==> src/rtl/crc_16_arbiter_if.sv <==
// Requester-side bus of crc_16_arbiter: level requests with packed operands in,
// one-hot grant/response pulses and the shared result register out.
interface crc_16_arbiter_if #(
    parameter int NREQ = 2,
    parameter int DW   = 32,
    parameter int RW   = 17
);
    logic [NREQ-1:0]    req;
    logic [NREQ*DW-1:0] req_data;
    logic [NREQ-1:0]    gnt;
    logic [NREQ-1:0]    rsp_valid;
    logic [RW-1:0]      rsp_data;
    logic               rsp_err;
    logic               busy;

    modport master (
        output req, req_data,
        input  gnt, rsp_valid, rsp_data, rsp_err, busy
    );

    modport slave (
        input  req, req_data,
        output gnt, rsp_valid, rsp_data, rsp_err, busy
    );
endinterface

==> src/rtl/crc_16_arbiter.sv <==
// Round-robin sharing of one crc_16 engine among NREQ requesters.
// Optional done watchdog enabled by macro CRC_ARB_TIMEOUT_EN (adds parameter TIMEOUT).
module crc_16_arbiter #(
    parameter int NREQ = 2,
    parameter int DW   = 32,
    parameter int RW   = 17
`ifdef CRC_ARB_TIMEOUT_EN
    , parameter int TIMEOUT = 64
`endif
) (
    input  logic                 clk,
    input  logic                 rst,
    crc_16_arbiter_if.slave      bus,
    output logic [DW-1:0]        eng_data,
    output logic                 eng_start,
    input  logic [RW-1:0]        eng_result,
    input  logic                 eng_done
);

    localparam int PW = (NREQ > 1) ? $clog2(NREQ) : 1;
    localparam logic [PW:0]   NREQ_W = (PW+1)'(NREQ);
    localparam logic [PW-1:0] LAST   = PW'(NREQ - 1);

    typedef enum logic [1:0] {
        IDLE  = 2'd0,
        START = 2'd1,
        WAIT  = 2'd2,
        DONE  = 2'd3
    } state_t;

    state_t            state_r, state_s;
    logic [PW-1:0]     ptr_r, ptr_s, owner_r, owner_s, pick_s, idx_s;
    logic [PW:0]       sum_s;
    logic              pick_valid_s;
    logic [NREQ-1:0]   gnt_r, gnt_s, rsp_valid_r, rsp_valid_s;
    logic [RW-1:0]     rsp_data_r, rsp_data_s;
    logic [DW-1:0]     eng_data_r, eng_data_s;
    logic              eng_start_r, eng_start_s;
    logic              holdoff_r, holdoff_s;
    logic              busy_r;
`ifdef CRC_ARB_TIMEOUT_EN
    localparam logic [7:0] WDOG_LIMIT = 8'(TIMEOUT - 1);
    logic              rsp_err_r, rsp_err_s;
    logic [7:0]        wdog_r, wdog_s;
`endif

    function automatic logic [NREQ-1:0] onehot(input logic [PW-1:0] k);
        logic [NREQ-1:0] r;
        r    = '0;
        r[k] = 1'b1;
        return r;
    endfunction

    // Round-robin pick: scan downwards so the request closest to ptr wins.
    always_comb begin
        pick_s       = ptr_r;
        pick_valid_s = 1'b0;
        sum_s        = '0;
        idx_s        = '0;
        for (int i = NREQ - 1; i >= 0; i--) begin
            sum_s = {1'b0, ptr_r} + (PW+1)'(i);
            idx_s = (sum_s >= NREQ_W) ? PW'(sum_s - NREQ_W) : PW'(sum_s);
            if (bus.req[idx_s]) begin
                pick_s       = idx_s;
                pick_valid_s = 1'b1;
            end else begin
                pick_valid_s = pick_valid_s;
            end
        end
    end

    // Next-state and next-output logic of the job FSM.
    always_comb begin
        state_s     = state_r;
        ptr_s       = ptr_r;
        owner_s     = owner_r;
        gnt_s       = '0;
        rsp_valid_s = '0;
        rsp_data_s  = rsp_data_r;
        eng_data_s  = eng_data_r;
        eng_start_s = 1'b0;
        holdoff_s   = holdoff_r;
`ifdef CRC_ARB_TIMEOUT_EN
        rsp_err_s   = rsp_err_r;
        wdog_s      = wdog_r;
`endif
        case (state_r)
            IDLE: begin
                if (pick_valid_s) begin
                    owner_s    = pick_s;
                    eng_data_s = bus.req_data[pick_s*DW +: DW];
                    gnt_s      = onehot(pick_s);
                    state_s    = START;
                end else begin
                    state_s    = IDLE;
                end
            end
            START: begin
                eng_start_s = 1'b1;
                holdoff_s   = 1'b1;
`ifdef CRC_ARB_TIMEOUT_EN
                wdog_s      = 8'd0;
`endif
                state_s     = WAIT;
            end
            WAIT: begin
                // The engine's done may still be left over from the previous job
                // during the first WAIT cycle, so it only counts afterwards.
                holdoff_s = 1'b0;
                if (!holdoff_r && eng_done) begin
                    rsp_data_s  = eng_result;
                    rsp_valid_s = onehot(owner_r);
`ifdef CRC_ARB_TIMEOUT_EN
                    rsp_err_s   = 1'b0;
`endif
                    state_s     = DONE;
                end else begin
`ifdef CRC_ARB_TIMEOUT_EN
                    if (wdog_r == WDOG_LIMIT) begin
                        rsp_data_s  = '0;
                        rsp_err_s   = 1'b1;
                        rsp_valid_s = onehot(owner_r);
                        state_s     = DONE;
                    end else begin
                        wdog_s      = wdog_r + 8'd1;
                    end
`else
                    state_s = WAIT;
`endif
                end
            end
            DONE: begin
                ptr_s   = (owner_r == LAST) ? '0 : owner_r + PW'(1'b1);
                state_s = IDLE;
            end
            default: begin
                state_s = IDLE;
            end
        endcase
    end

    // State and registered-output update with synchronous reset.
    always_ff @(posedge clk) begin
        if (rst) begin
            state_r     <= IDLE;
            ptr_r       <= '0;
            owner_r     <= '0;
            gnt_r       <= '0;
            rsp_valid_r <= '0;
            rsp_data_r  <= '0;
            eng_data_r  <= '0;
            eng_start_r <= 1'b0;
            holdoff_r   <= 1'b0;
            busy_r      <= 1'b0;
`ifdef CRC_ARB_TIMEOUT_EN
            rsp_err_r   <= 1'b0;
            wdog_r      <= 8'd0;
`endif
        end else begin
            state_r     <= state_s;
            ptr_r       <= ptr_s;
            owner_r     <= owner_s;
            gnt_r       <= gnt_s;
            rsp_valid_r <= rsp_valid_s;
            rsp_data_r  <= rsp_data_s;
            eng_data_r  <= eng_data_s;
            eng_start_r <= eng_start_s;
            holdoff_r   <= holdoff_s;
            busy_r      <= (state_s != IDLE);
`ifdef CRC_ARB_TIMEOUT_EN
            rsp_err_r   <= rsp_err_s;
            wdog_r      <= wdog_s;
`endif
        end
    end

    assign bus.gnt       = gnt_r;
    assign bus.rsp_valid = rsp_valid_r;
    assign bus.rsp_data  = rsp_data_r;
    assign bus.busy      = busy_r;
    assign eng_data      = eng_data_r;
    assign eng_start     = eng_start_r;
`ifdef CRC_ARB_TIMEOUT_EN
    assign bus.rsp_err   = rsp_err_r;
`else
    assign bus.rsp_err   = 1'b0;
`endif

endmodule

==> src/flat_wrapper.sv <==
// flat-port wrapper written by rule: the top's interface ports become plain ports
module crc_16_arbiter_flat 
#(
    parameter int NREQ = 2,
    parameter int DW   = 32,
    parameter int RW   = 17

)
  (clk, rst, eng_data, eng_start, eng_result, eng_done, bus_req, bus_req_data, bus_gnt, bus_rsp_valid, bus_rsp_data, bus_rsp_err, bus_busy);
  crc_16_arbiter_if #(.NREQ(NREQ), .DW(DW), .RW(RW)) bus_i ();
  input  logic clk;
  input  logic rst;
  output logic [DW-1:0] eng_data;
  output logic eng_start;
  input  logic [RW-1:0] eng_result;
  input  logic eng_done;
  input wire logic [$bits(bus_i.req)-1:0] bus_req;
  input wire logic [$bits(bus_i.req_data)-1:0] bus_req_data;
  output wire logic [$bits(bus_i.gnt)-1:0] bus_gnt;
  output wire logic [$bits(bus_i.rsp_valid)-1:0] bus_rsp_valid;
  output wire logic [$bits(bus_i.rsp_data)-1:0] bus_rsp_data;
  output wire logic [$bits(bus_i.rsp_err)-1:0] bus_rsp_err;
  output wire logic [$bits(bus_i.busy)-1:0] bus_busy;
  assign bus_i.req = bus_req;
  assign bus_i.req_data = bus_req_data;
  assign bus_gnt = bus_i.gnt;
  assign bus_rsp_valid = bus_i.rsp_valid;
  assign bus_rsp_data = bus_i.rsp_data;
  assign bus_rsp_err = bus_i.rsp_err;
  assign bus_busy = bus_i.busy;
  crc_16_arbiter #(.NREQ(NREQ), .DW(DW), .RW(RW)) u_core (.clk(clk), .rst(rst), .bus(bus_i), .eng_data(eng_data), .eng_start(eng_start), .eng_result(eng_result), .eng_done(eng_done));
endmodule
==> config.mk <==
export PLATFORM = sky130hd
export DESIGN_NAME = crc_16_arbiter_flat
export DESIGN_NICKNAME = d
export VERILOG_FILES = /design/src/rtl/crc_16_arbiter_if.sv /design/src/rtl/crc_16_arbiter.sv /design/src/flat_wrapper.sv
export SDC_FILE = /design/constraint.sdc
export NUM_CORES = 1
export LEC_CHECK = 0
export ABC_CLOCK_PERIOD_IN_PS = 3200
export BUFFER_PORTS_ARGS = -buffer_cell sky130_fd_sc_hd__buf_2
export CAP_MARGIN = 20
export CORE_ASPECT_RATIO = 0.75
export CORE_UTILIZATION = 30
export DETAILED_ROUTE_END_ITERATION = 7
export SYNTH_ARGS = -nofsm -noshare
export SYNTH_HDL_FRONTEND = slang
export SYNTH_SLANG_ARGS = --single-unit
==> constraint.sdc <==
create_clock -name clk -period 3.2 [get_ports clk]
set_input_delay 0.64 -clock clk [delete_from_list [all_inputs] [get_ports clk]]
set_output_delay 0.64 -clock clk [all_outputs]
set_load 0.02 [all_outputs]
==> report_table.html, run 1 <==
<table>
<tr><th>Metric</th><th>Value</th></tr>
<tr><th colspan="2">Timing</th></tr>
<tr><td>Unrepaired setup endpoints after global routing</td><td>no</td></tr>
<tr><td>Setup TNS</td><td>0 ns</td></tr>
<tr><td>Number of max-slew violations in the final report</td><td>0</td></tr>
<tr><td>Headroom to the max-slew limit</td><td>33.35%</td></tr>
<tr><td>Portion of the clock cycle consumed by the worst path in the final layout</td><td>61.67%</td></tr>
<tr><td>Final setup skew</td><td>0.005434 ns</td></tr>
<tr><td>Tmin final</td><td>1.973 ns</td></tr>
<tr><td>Finish-stage setup viols</td><td>0</td></tr>
<tr><td>Top achievable clock speed</td><td>0.5068 GHz</td></tr>
<tr><td>Worst-margin pin slew</td><td>0.9997 ns</td></tr>
<tr><td>Final hold viol count</td><td>0</td></tr>
<tr><th colspan="2">Place</th></tr>
<tr><td>HPWL after DPL</td><td>5286 microns</td></tr>
<tr><td>Port-buffer cells</td><td>140</td></tr>
<tr><td>Placer congestion estimate</td><td>0.7586</td></tr>
<tr><th colspan="2">Routing</th></tr>
<tr><td>Routed len/inst</td><td>15.15 microns</td></tr>
<tr><td>Number of nets still failing antenna checks after routing</td><td>0</td></tr>
<tr><td>Iteration count of the initial detailed-routing pass</td><td>5</td></tr>
<tr><td>Routed via count divided by cell count</td><td>5.096</td></tr>
<tr><td>Number of vias after detailed routing</td><td>2747</td></tr>
<tr><td>Initial DRC Count</td><td>153</td></tr>
<tr><td>DRC</td><td>0</td></tr>
<tr><td>Routed Wire Length</td><td>8164 microns</td></tr>
<tr><th colspan="2">Layout</th></tr>
<tr><td>Ratio of cells with drive above 1 in the final layout</td><td>37.35%</td></tr>
<tr><td>Most common cell after layout, fill and taps aside</td><td>sky130_fd_sc_hd__buf_2</td></tr>
<tr><td>Net count of the finished layout</td><td>516</td></tr>
<tr><td>Flip-flop and latch area</td><td>1201 sq um</td></tr>
<tr><td>Area Growth Syn to Fin</td><td>38.69%</td></tr>
<tr><td>Footprint of the multi-input gates</td><td>1279 sq um</td></tr>
<tr><td>Final core utilization</td><td>43.29%</td></tr>
<tr><td>Total inserted antenna cells</td><td>0</td></tr>
<tr><td>FILL cells</td><td>860</td></tr>
<tr><td>Commonest cells after routing, fill and taps aside</td><td>sky130_fd_sc_hd__buf_2, sky130_fd_sc_hd__dfxtp_1, sky130_fd_sc_hd__nor2_1, sky130_fd_sc_hd__nand2_1, sky130_fd_sc_hd__a211oi_1</td></tr>
<tr><th colspan="2">Logic synthesis</th></tr>
<tr><td>Syn Inst Count</td><td>302</td></tr>
<tr><td>Mean instance size in the synthesized netlist</td><td>8.812 sq um</td></tr>
<tr><td>Seq/Total Area, Yosys</td><td>45.13%</td></tr>
<tr><td>Number of register bits inferred by synthesis</td><td>60</td></tr>
<tr><td>Count of cell types in the netlist</td><td>25</td></tr>
<tr><td>Number of nets produced by synthesis</td><td>392</td></tr>
<tr><td>Cell area after synthesis</td><td>2661 sq um</td></tr>
<tr><td>Yosys Warn Count</td><td>0</td></tr>
<tr><th colspan="2">Global routing</th></tr>
<tr><td>Met2 Track Usage GR</td><td>29.25%</td></tr>
<tr><td>Pin count of the biggest net entering global routing</td><td>61</td></tr>
<tr><td>Busiest layer in global routing</td><td>met2</td></tr>
<tr><td>Overall global routing resource usage</td><td>17.83%</td></tr>
<tr><td>Wire length of the first global-routing pass</td><td>13150 microns</td></tr>
<tr><td>Via count of the first global-routing pass</td><td>2656</td></tr>
<tr><td>Congestion Overflow GR</td><td>0</td></tr>
<tr><td>M1 GR Usage</td><td>22.43%</td></tr>
<tr><td>Met3 Usage GRT</td><td>5.447%</td></tr>
<tr><td>Antenna violations before repair</td><td>0</td></tr>
<tr><th colspan="2">Critical path</th></tr>
<tr><td>Startpoint Class</td><td>register</td></tr>
<tr><td>CP Capture Point</td><td>u_core.eng_data[9]</td></tr>
<tr><td>R2r startpoint</td><td>u_core.state_r[0]</td></tr>
<tr><td>R2r setup slk</td><td>1.23 ns</td></tr>
<tr><td>Worst Path Class, Setup</td><td>register to register</td></tr>
<tr><td>Critical Path Sink Type</td><td>register</td></tr>
<tr><td>Required time at the endpoint of the critical path</td><td>3.43 ns</td></tr>
<tr><td>Worst setup path start</td><td>u_core.state_r[0]</td></tr>
<tr><td>CP max FO</td><td>33</td></tr>
<tr><td>Arrival time of data at the critical path endpoint</td><td>2.20 ns</td></tr>
<tr><td>Cell depth of the worst flop-to-flop path</td><td>5</td></tr>
<tr><td>Critical register-to-register path endpoint</td><td>u_core.eng_data[9]</td></tr>
<tr><th colspan="2">Clock network</th></tr>
<tr><td>Post-CTS setup buffer count</td><td>0</td></tr>
<tr><td>Insertion delay to the later sink of the worst-skew pair</td><td>0.32 ns</td></tr>
<tr><td>Clock tree from TritonCTS</td><td>built</td></tr>
<tr><td>Clock buffers created by TritonCTS</td><td>9</td></tr>
<tr><td>Clock transition at path regs</td><td>0.05 ns</td></tr>
<tr><td>Number of gates resized after CTS</td><td>0</td></tr>
<tr><td>H-Tree Level Count</td><td>3</td></tr>
<tr><td>Maximum buffer depth of the clock tree</td><td>2</td></tr>
<tr><td>CTS Hold Bufs</td><td>0</td></tr>
<tr><td>Number of sinks on the clock net</td><td>60</td></tr>
<tr><td>Clock root buffer</td><td>sky130_fd_sc_hd__clkbuf_16</td></tr>
<tr><th colspan="2">Pwr</th></tr>
<tr><td>Leak pwr</td><td>1.663 nW</td></tr>
<tr><td>Portion of total power attributed to sequential cells</td><td>35.9%</td></tr>
<tr><td>Worst voltage drop across the vdd grid</td><td>0.2240 mV</td></tr>
<tr><td>Net switching component of the power</td><td>0.0007569 W</td></tr>
<tr><td>Total power density per cell area</td><td>677.4 nW/um^2</td></tr>
<tr><td>Switching Fraction</td><td>30.27%</td></tr>
<tr><td>Clock power share</td><td>41.1%</td></tr>
<tr><td>Combinational group share of total power</td><td>23.1%</td></tr>
<tr><td>Internal power component</td><td>0.001744 W</td></tr>
<tr><th colspan="2">Worst hold path</th></tr>
<tr><td>Min-Delay Path Class</td><td>register to register</td></tr>
<tr><th colspan="2">Floorplan</th></tr>
<tr><td>Die footprint</td><td>9255 sq um</td></tr>
<tr><td>Vert. Die Dim</td><td>83.57 microns</td></tr>
<tr><td>Core Footprint</td><td>8527 sq um</td></tr>
<tr><td>Initial core utilization</td><td>31.21%</td></tr>
<tr><td>I/O pin total</td><td>142</td></tr>
<tr><td>Number of core rows</td><td>29</td></tr>
<tr><td>Width of the die</td><td>110.8 microns</td></tr>
<tr><th colspan="2">Run status</th></tr>
<tr><td>Result of the run</td><td>finished clean</td></tr>
<tr><th colspan="2">Run</th></tr>
<tr><td>Max Cap Violations</td><td>0</td></tr>
</table>
==> area by class of cell <==
type | count | area share [%]
clock inverters | 4 | 1.966
clock buffers | 12 | 6.678
repair buffers | 145 | 20.00
flip-flops and latches | 60 | 32.54
inverters | 5 | 0.5085
multi-input cells | 205 | 34.64
well taps | 108 | 3.661
==> worst min path at each step <==
| stage | startpoint | endpoint | slack (ns) | cells after the start |
|---|---|---|---|---|
| floorplan | u_core.owner_r | u_core.bus.rsp_valid[0] | 0.44 | 1 |
| global placement | u_core.bus.rsp_data[2] | u_core.bus.rsp_data[2] | 0.44 | 2 |
| detailed placement | u_core.bus.rsp_data[7] | u_core.bus.rsp_data[7] | 0.44 | 2 |
| CTS | u_core.bus.rsp_data[7] | u_core.bus.rsp_data[7] | 0.45 | 2 |
| finish | u_core.bus.rsp_data[6] | u_core.bus.rsp_data[6] | 0.45 | 2 |
| global route | u_core.bus.rsp_data[2] | u_core.bus.rsp_data[2] | 0.46 | 2 |
==> state kept, by name, indices dropped and copies added, names as in the netlist <==
signal,flops
u_core.eng_data,32
u_core.bus.rsp_data,17
u_core.bus.gnt,2
u_core.bus.rsp_valid,2
u_core.state_r,2
u_core.bus.busy,1
u_core.eng_start,1
u_core.holdoff_r,1
u_core.owner_r,1
u_core.ptr_r,1
==> routing by layer <==
| metal | routed length [microns] | up-vias |
|---|---|---|
| met5 | 0 | - |
| met1 | 3823 | 1273 |
| li1 | - | 1361 |
| met3 | 545 | 7 |
| met2 | 3713 | 106 |
| met4 | 82 | 0 |
==> through the flow <==
step | setup WS (ns) | cell area (sq um) | hold WS (ns) | power, W | std cells
global route | 1.042 | 3691 | 0.4605 | 0.002630 | 539
global placement | 1.014 | 3372 | 0.4396 | 0.001482 | 523
detailed placement | 0.9793 | 3372 | 0.4430 | 0.001492 | 523
finish | 1.227 | 3691 | 0.4469 | 0.002500 | 539
CTS | 1.219 | 3691 | 0.4503 | 0.002528 | 539
floorplan | 1.631 | 2661 | 0.4410 | 0.001283 | 302
==> synthesized netlist by cell type (all sizes together) <==
cell	instances	area, sq um
inv	5	18.77
nor2b	1	6.260
o21bai	32	240.2
o21a	1	7.510
a2111oi	32	280.3
o21ai	1	8.760
a211oi	34	255.2
nor2	36	135.1
a21oi	20	100.1
nand3b	1	7.510
clkbuf	22	102.6
and3b	1	8.760
buf	10	60.05
nor3b	2	15.01
ha	4	50.05
nor3	2	10.01
nand2	35	131.4
dfxtp	60	1201
maj3	1	11.26
o211ai	1	7.510
conb	1	3.750
==> worst max-delay path, stage by stage, from the launching register on <==
cell	delay [ns]
sky130_fd_sc_hd__dfxtp_1	0.36
sky130_fd_sc_hd__inv_1	0.08
sky130_fd_sc_hd__ha_1	0.27
sky130_fd_sc_hd__inv_1	0.72
sky130_fd_sc_hd__a2111oi_0	0.17
sky130_fd_sc_hd__a211oi_1	0.28
==> cell families (layout without fill, tap and decap cells) <==
| kind of cell | after synthesis | count (layout) | synth area share, % |
|---|---|---|---|
| simple gates | 78 | 78 | 11.80 |
| buf+inv | 37 | 166 | 6.817 |
| other cells | 1 | 1 | 0.1409 |
| compound gates | 121 | 121 | 33.80 |
| flops | 60 | 60 | 45.13 |
| fa+ha+maj | 5 | 5 | 2.304 |
==> power by group through the flow <==
stage | Clock [W] | Sequential [W] | Combinational, W
floorplan | 0 | 0.00101 | 0.000275
global placement | 0 | 0.000910 | 0.000572
detailed placement | 0 | 0.000909 | 0.000583
CTS | 0.00105 | 0.000896 | 0.000583
global route | 0.00109 | 0.000907 | 0.000636
finish | 0.00103 | 0.000896 | 0.000577
Note: power is estimated with default switching activity, not from simulation.
==> run 2, diff against run 1 <==
--- a/config.mk
+++ b/config.mk
@@ -5,7 +5,7 @@
 export SDC_FILE = /design/constraint.sdc
 export NUM_CORES = 1
 export LEC_CHECK = 0
-export ABC_CLOCK_PERIOD_IN_PS = 3200
+export ABC_CLOCK_PERIOD_IN_PS = 1600
 export BUFFER_PORTS_ARGS = -buffer_cell sky130_fd_sc_hd__buf_2
 export CAP_MARGIN = 20
 export CORE_ASPECT_RATIO = 0.75
==> constraint.sdc (replaced) <==
create_clock -name clk -period 1.6 [get_ports clk]
set_input_delay 0.32 -clock clk [delete_from_list [all_inputs] [get_ports clk]]
set_output_delay 0.32 -clock clk [all_outputs]
set_load 0.02 [all_outputs]
==> run 2 against run 1 <==
Compared with the run above:
- sequential power rose by 100%
- clock power rose by 110%
- non-clock buffer count rose by 13
- first-iteration DRC count fell by 22%
- combinational power rose by 130%
- fmax rose by 29%
- critical path type unchanged
- final area rose by 5.5%
- register-to-register slack got worse by 1.2 ns
- sequential share of layout area fell by 1.7 points
- largest power group unchanged
- via count rose by 1.6%
==> report_table.html, run 2 (synthesis gave the netlist of run 1 again) <==
<table>
<tr><th>Metric</th><th>Value</th></tr>
<tr><th colspan="2">Place</th></tr>
<tr><td>Total placed instance area</td><td>3507 sq um (+4.0%)</td></tr>
<tr><td>Placer congestion estimate</td><td>0.7571 (-0.20%)</td></tr>
<tr><td>Port-buffer cells</td><td>140 (unchanged)</td></tr>
<tr><td>HPWL after DPL</td><td>5690 microns (+7.7%)</td></tr>
<tr><th colspan="2">Clock network</th></tr>
<tr><td>CTS Hold Bufs</td><td>0 (unchanged)</td></tr>
<tr><td>Number of sinks on the clock net</td><td>60 (unchanged)</td></tr>
<tr><td>Insertion delay to the later sink of the worst-skew pair</td><td>0.32 ns (about the same)</td></tr>
<tr><td>Clock transition at path regs</td><td>0.05 ns (about the same)</td></tr>
<tr><td>Clock root buffer</td><td>sky130_fd_sc_hd__clkbuf_16</td></tr>
<tr><td>Clock tree from TritonCTS</td><td>built</td></tr>
<tr><td>H-Tree Level Count</td><td>3 (unchanged)</td></tr>
<tr><td>Clock buffers created by TritonCTS</td><td>9 (unchanged)</td></tr>
<tr><td>Maximum buffer depth of the clock tree</td><td>2 (unchanged)</td></tr>
<tr><th colspan="2">Timing</th></tr>
<tr><td>Final hold slack</td><td>0.2361 ns (-0.2108 ns)</td></tr>
<tr><td>Final setup skew</td><td>0.002722 ns (-0.002712 ns)</td></tr>
<tr><td>Tmin final</td><td>1.527 ns (-0.4464 ns)</td></tr>
<tr><td>Top achievable clock speed</td><td>0.6549 GHz (+29%)</td></tr>
<tr><td>Finish-stage setup viols</td><td>0 (unchanged)</td></tr>
<tr><td>Unrepaired setup endpoints after global routing</td><td>yes</td></tr>
<tr><td>Worst-margin pin slew</td><td>0.6959 ns (-0.3038 ns)</td></tr>
<tr><td>Final hold viol count</td><td>0 (unchanged)</td></tr>
<tr><td>Number of max-slew violations in the final report</td><td>0 (unchanged)</td></tr>
<tr><td>Headroom to the max-slew limit</td><td>53.60% (+20 points)</td></tr>
<tr><td>Portion of the clock cycle consumed by the worst path in the final layout</td><td>95.43% (+34 points)</td></tr>
<tr><th colspan="2">Critical path</th></tr>
<tr><td>Arrival time of data at the critical path endpoint</td><td>1.69 ns (-0.51 ns)</td></tr>
<tr><td>Required time at the endpoint of the critical path</td><td>1.77 ns (-1.66 ns)</td></tr>
<tr><td>CP Capture Point</td><td>u_core.eng_data[16]</td></tr>
<tr><td>Worst setup path start</td><td>u_core.state_r[0]</td></tr>
<tr><td>Worst Path Class, Setup</td><td>register to register</td></tr>
<tr><td>Cell depth of the worst flop-to-flop path</td><td>6 (+1)</td></tr>
<tr><td>Startpoint Class</td><td>register</td></tr>
<tr><td>CP max FO</td><td>13 (-61%)</td></tr>
<tr><td>R2r startpoint</td><td>u_core.state_r[0]</td></tr>
<tr><td>R2r setup slk</td><td>0.07 ns (-1.15 ns)</td></tr>
<tr><td>Critical Path Sink Type</td><td>register</td></tr>
<tr><td>Critical register-to-register path endpoint</td><td>u_core.eng_data[16]</td></tr>
<tr><th colspan="2">Routing</th></tr>
<tr><td>Iteration count of the initial detailed-routing pass</td><td>4 (-1)</td></tr>
<tr><td>Number of nets still failing antenna checks after routing</td><td>0 (unchanged)</td></tr>
<tr><td>Initial DRC Count</td><td>120 (-22%)</td></tr>
<tr><td>Number of vias after detailed routing</td><td>2792 (+1.6%)</td></tr>
<tr><td>DRC</td><td>0 (unchanged)</td></tr>
<tr><td>Routed len/inst</td><td>14.75 microns (-2.6%)</td></tr>
<tr><td>Routed via count divided by cell count</td><td>5.058 (-0.76%)</td></tr>
<tr><td>Routed Wire Length</td><td>8142 microns (-0.27%)</td></tr>
<tr><th colspan="2">Layout</th></tr>
<tr><td>Flip-flop and latch area</td><td>1201 sq um (unchanged)</td></tr>
<tr><td>Commonest cells after routing, fill and taps aside</td><td>sky130_fd_sc_hd__buf_2, sky130_fd_sc_hd__dfxtp_1, sky130_fd_sc_hd__nor2_1, sky130_fd_sc_hd__nand2_1, sky130_fd_sc_hd__a211oi_1</td></tr>
<tr><td>Net count of the finished layout</td><td>529 (+2.5%)</td></tr>
<tr><td>Footprint of the multi-input gates</td><td>1321 sq um (+3.3%)</td></tr>
<tr><td>Area Growth Syn to Fin</td><td>46.31%</td></tr>
<tr><td>Total inserted antenna cells</td><td>0 (unchanged)</td></tr>
<tr><td>Ratio of cells with drive above 1 in the final layout</td><td>40.99% (+3.6 points)</td></tr>
<tr><td>Number of flip-flops under the largest register name</td><td>32 (unchanged)</td></tr>
<tr><td>Most common cell after layout, fill and taps aside</td><td>sky130_fd_sc_hd__buf_2</td></tr>
<tr><td>FILL cells</td><td>883 (+2.7%)</td></tr>
<tr><td>Post-route cell area</td><td>3894 sq um (+5.5%)</td></tr>
<tr><th colspan="2">Global routing</th></tr>
<tr><td>Overall global routing resource usage</td><td>17.58% (-0.25 points)</td></tr>
<tr><td>Via count of the first global-routing pass</td><td>2686 (+1.1%)</td></tr>
<tr><td>Congestion Overflow GR</td><td>0 (unchanged)</td></tr>
<tr><td>Wire length of the first global-routing pass</td><td>13140 microns (-0.11%)</td></tr>
<tr><td>Pin count of the biggest net entering global routing</td><td>46 (-25%)</td></tr>
<tr><td>Antenna violations before repair</td><td>0 (unchanged)</td></tr>
<tr><th colspan="2">Pwr</th></tr>
<tr><td>Net switching component of the power</td><td>0.001574 W (+110%)</td></tr>
<tr><td>Total design power</td><td>0.005283 W (+110%)</td></tr>
<tr><td>Total power density per cell area</td><td>1357 nW/um^2 (+100%)</td></tr>
<tr><td>Combinational group share of total power</td><td>24.8% (+1.7 points)</td></tr>
<tr><td>Portion of total power attributed to sequential cells</td><td>33.8% (-2.1 points)</td></tr>
<tr><td>Switching Fraction</td><td>29.80% (-0.47 points)</td></tr>
<tr><td>Leak pwr</td><td>1.753 nW (+5.5%)</td></tr>
<tr><td>Clock power share</td><td>41.4% (+0.3 points)</td></tr>
<tr><td>Internal power component</td><td>0.003709 W (+110%)</td></tr>
<tr><td>Worst voltage drop across the vdd grid</td><td>0.5906 mV (+160%)</td></tr>
<tr><th colspan="2">Floorplan</th></tr>
<tr><td>I/O pin total</td><td>142 (unchanged)</td></tr>
<tr><td>Core Footprint</td><td>8527 sq um (unchanged)</td></tr>
<tr><td>Width of the die</td><td>110.8 microns (unchanged)</td></tr>
<tr><td>Number of core rows</td><td>29 (unchanged)</td></tr>
<tr><td>Initial core utilization</td><td>31.21% (unchanged)</td></tr>
<tr><td>Vert. Die Dim</td><td>83.57 microns (unchanged)</td></tr>
<tr><td>Die footprint</td><td>9255 sq um (unchanged)</td></tr>
<tr><th colspan="2">Run status</th></tr>
<tr><td>Result of the run</td><td>finished clean</td></tr>
<tr><th colspan="2">Worst hold path</th></tr>
<tr><td>Min-Delay Path Class</td><td>primary input to register</td></tr>
<tr><th colspan="2">Run</th></tr>
<tr><td>Max Cap Violations</td><td>0 (unchanged)</td></tr>
</table>
## run 2: cell types whose count changed in the layout (fill, tap and decap cells not counted), moves of 2 or more
cell / change
sky130_fd_sc_hd__a2111oi_0: -14
sky130_fd_sc_hd__a2111oi_1: +10
sky130_fd_sc_hd__buf_4: +9
sky130_fd_sc_hd__a2111oi_2: +4
sky130_fd_sc_hd__buf_12: +3
sky130_fd_sc_hd__clkbuf_1: -2
## run 2: worst min-delay path by stage
stage                         endpoint  slack, ns                    from  depth (start not counted)
2_1_floorplan  u_core.bus.rsp_valid[0]       0.44          u_core.owner_r                          1
3_3_place_gp    u_core.bus.rsp_data[8]       0.44  u_core.bus.rsp_data[8]                          2
3_5_place_dp    u_core.bus.rsp_data[0]       0.45  u_core.bus.rsp_data[0]                          2
4_1_cts         u_core.bus.rsp_data[6]       0.22           eng_result[6]                          3
5_1_grt         u_core.bus.rsp_data[4]       0.23           eng_result[4]                          3
6_report        u_core.bus.rsp_data[7]       0.24           eng_result[7]                          3
## run 2: per-stage QoR
step	TNS, ns	setup WS [ns]	cells	util, %
2_1_floorplan	0	0.2035	302	-
3_3_place_gp	0	0.06501	536	41.13
3_5_place_dp	0	0.002319	536	41.13
4_1_cts	0	0.02446	552	45.14
5_1_grt	-0.1852	-0.04514	552	45.66
6_report	0	0.07309	552	45.66
## run 2: worst max-delay path, cell delays in order, from the launching register on
cell,delay [ns]
sky130_fd_sc_hd__dfxtp_1,0.32
sky130_fd_sc_hd__inv_1,0.08
sky130_fd_sc_hd__ha_1,0.18
sky130_fd_sc_hd__inv_1,0.11
sky130_fd_sc_hd__buf_4,0.21
sky130_fd_sc_hd__a2111oi_0,0.38
sky130_fd_sc_hd__a211oi_1,0.09
## run 2: routing by layer
metal  track usage, %  up-vias  part of all wire [%]
met5                0        -                     0
met4            5.818        0                   1.1
met3            5.519        8                   7.1
met2            28.18      113                    46
met1            22.37     1281                    45
li1                 -     1390                     -
## run 2: power by group through the flow
stage,sequential [W],clock (W),combinational [W]
after floorplan,0.00202,0,0.000549
after global placement,0.00181,0,0.00126
after detailed placement,0.00181,0,0.00128
after CTS,0.00178,0.00225,0.00128
after global routing,0.00180,0.00232,0.00142
final,0.00179,0.00219,0.00131
## run 2: final cells by class
type | count | area share (%)
Clock buffer | 9 | 5.784
Multi-Input combinational cell | 205 | 33.93
Inverter | 5 | 0.4820
Sequential cell | 60 | 30.85
Tap cell | 108 | 3.470
Clock inverter | 7 | 2.956
Timing Repair Buffer | 158 | 22.53
## run 2: what timing repair did
action / in CTS / in global routing
endpoints found under the setup margin: 1 / 19
buffers inserted: 0 / 0
gates resized for setup: 1 / 20
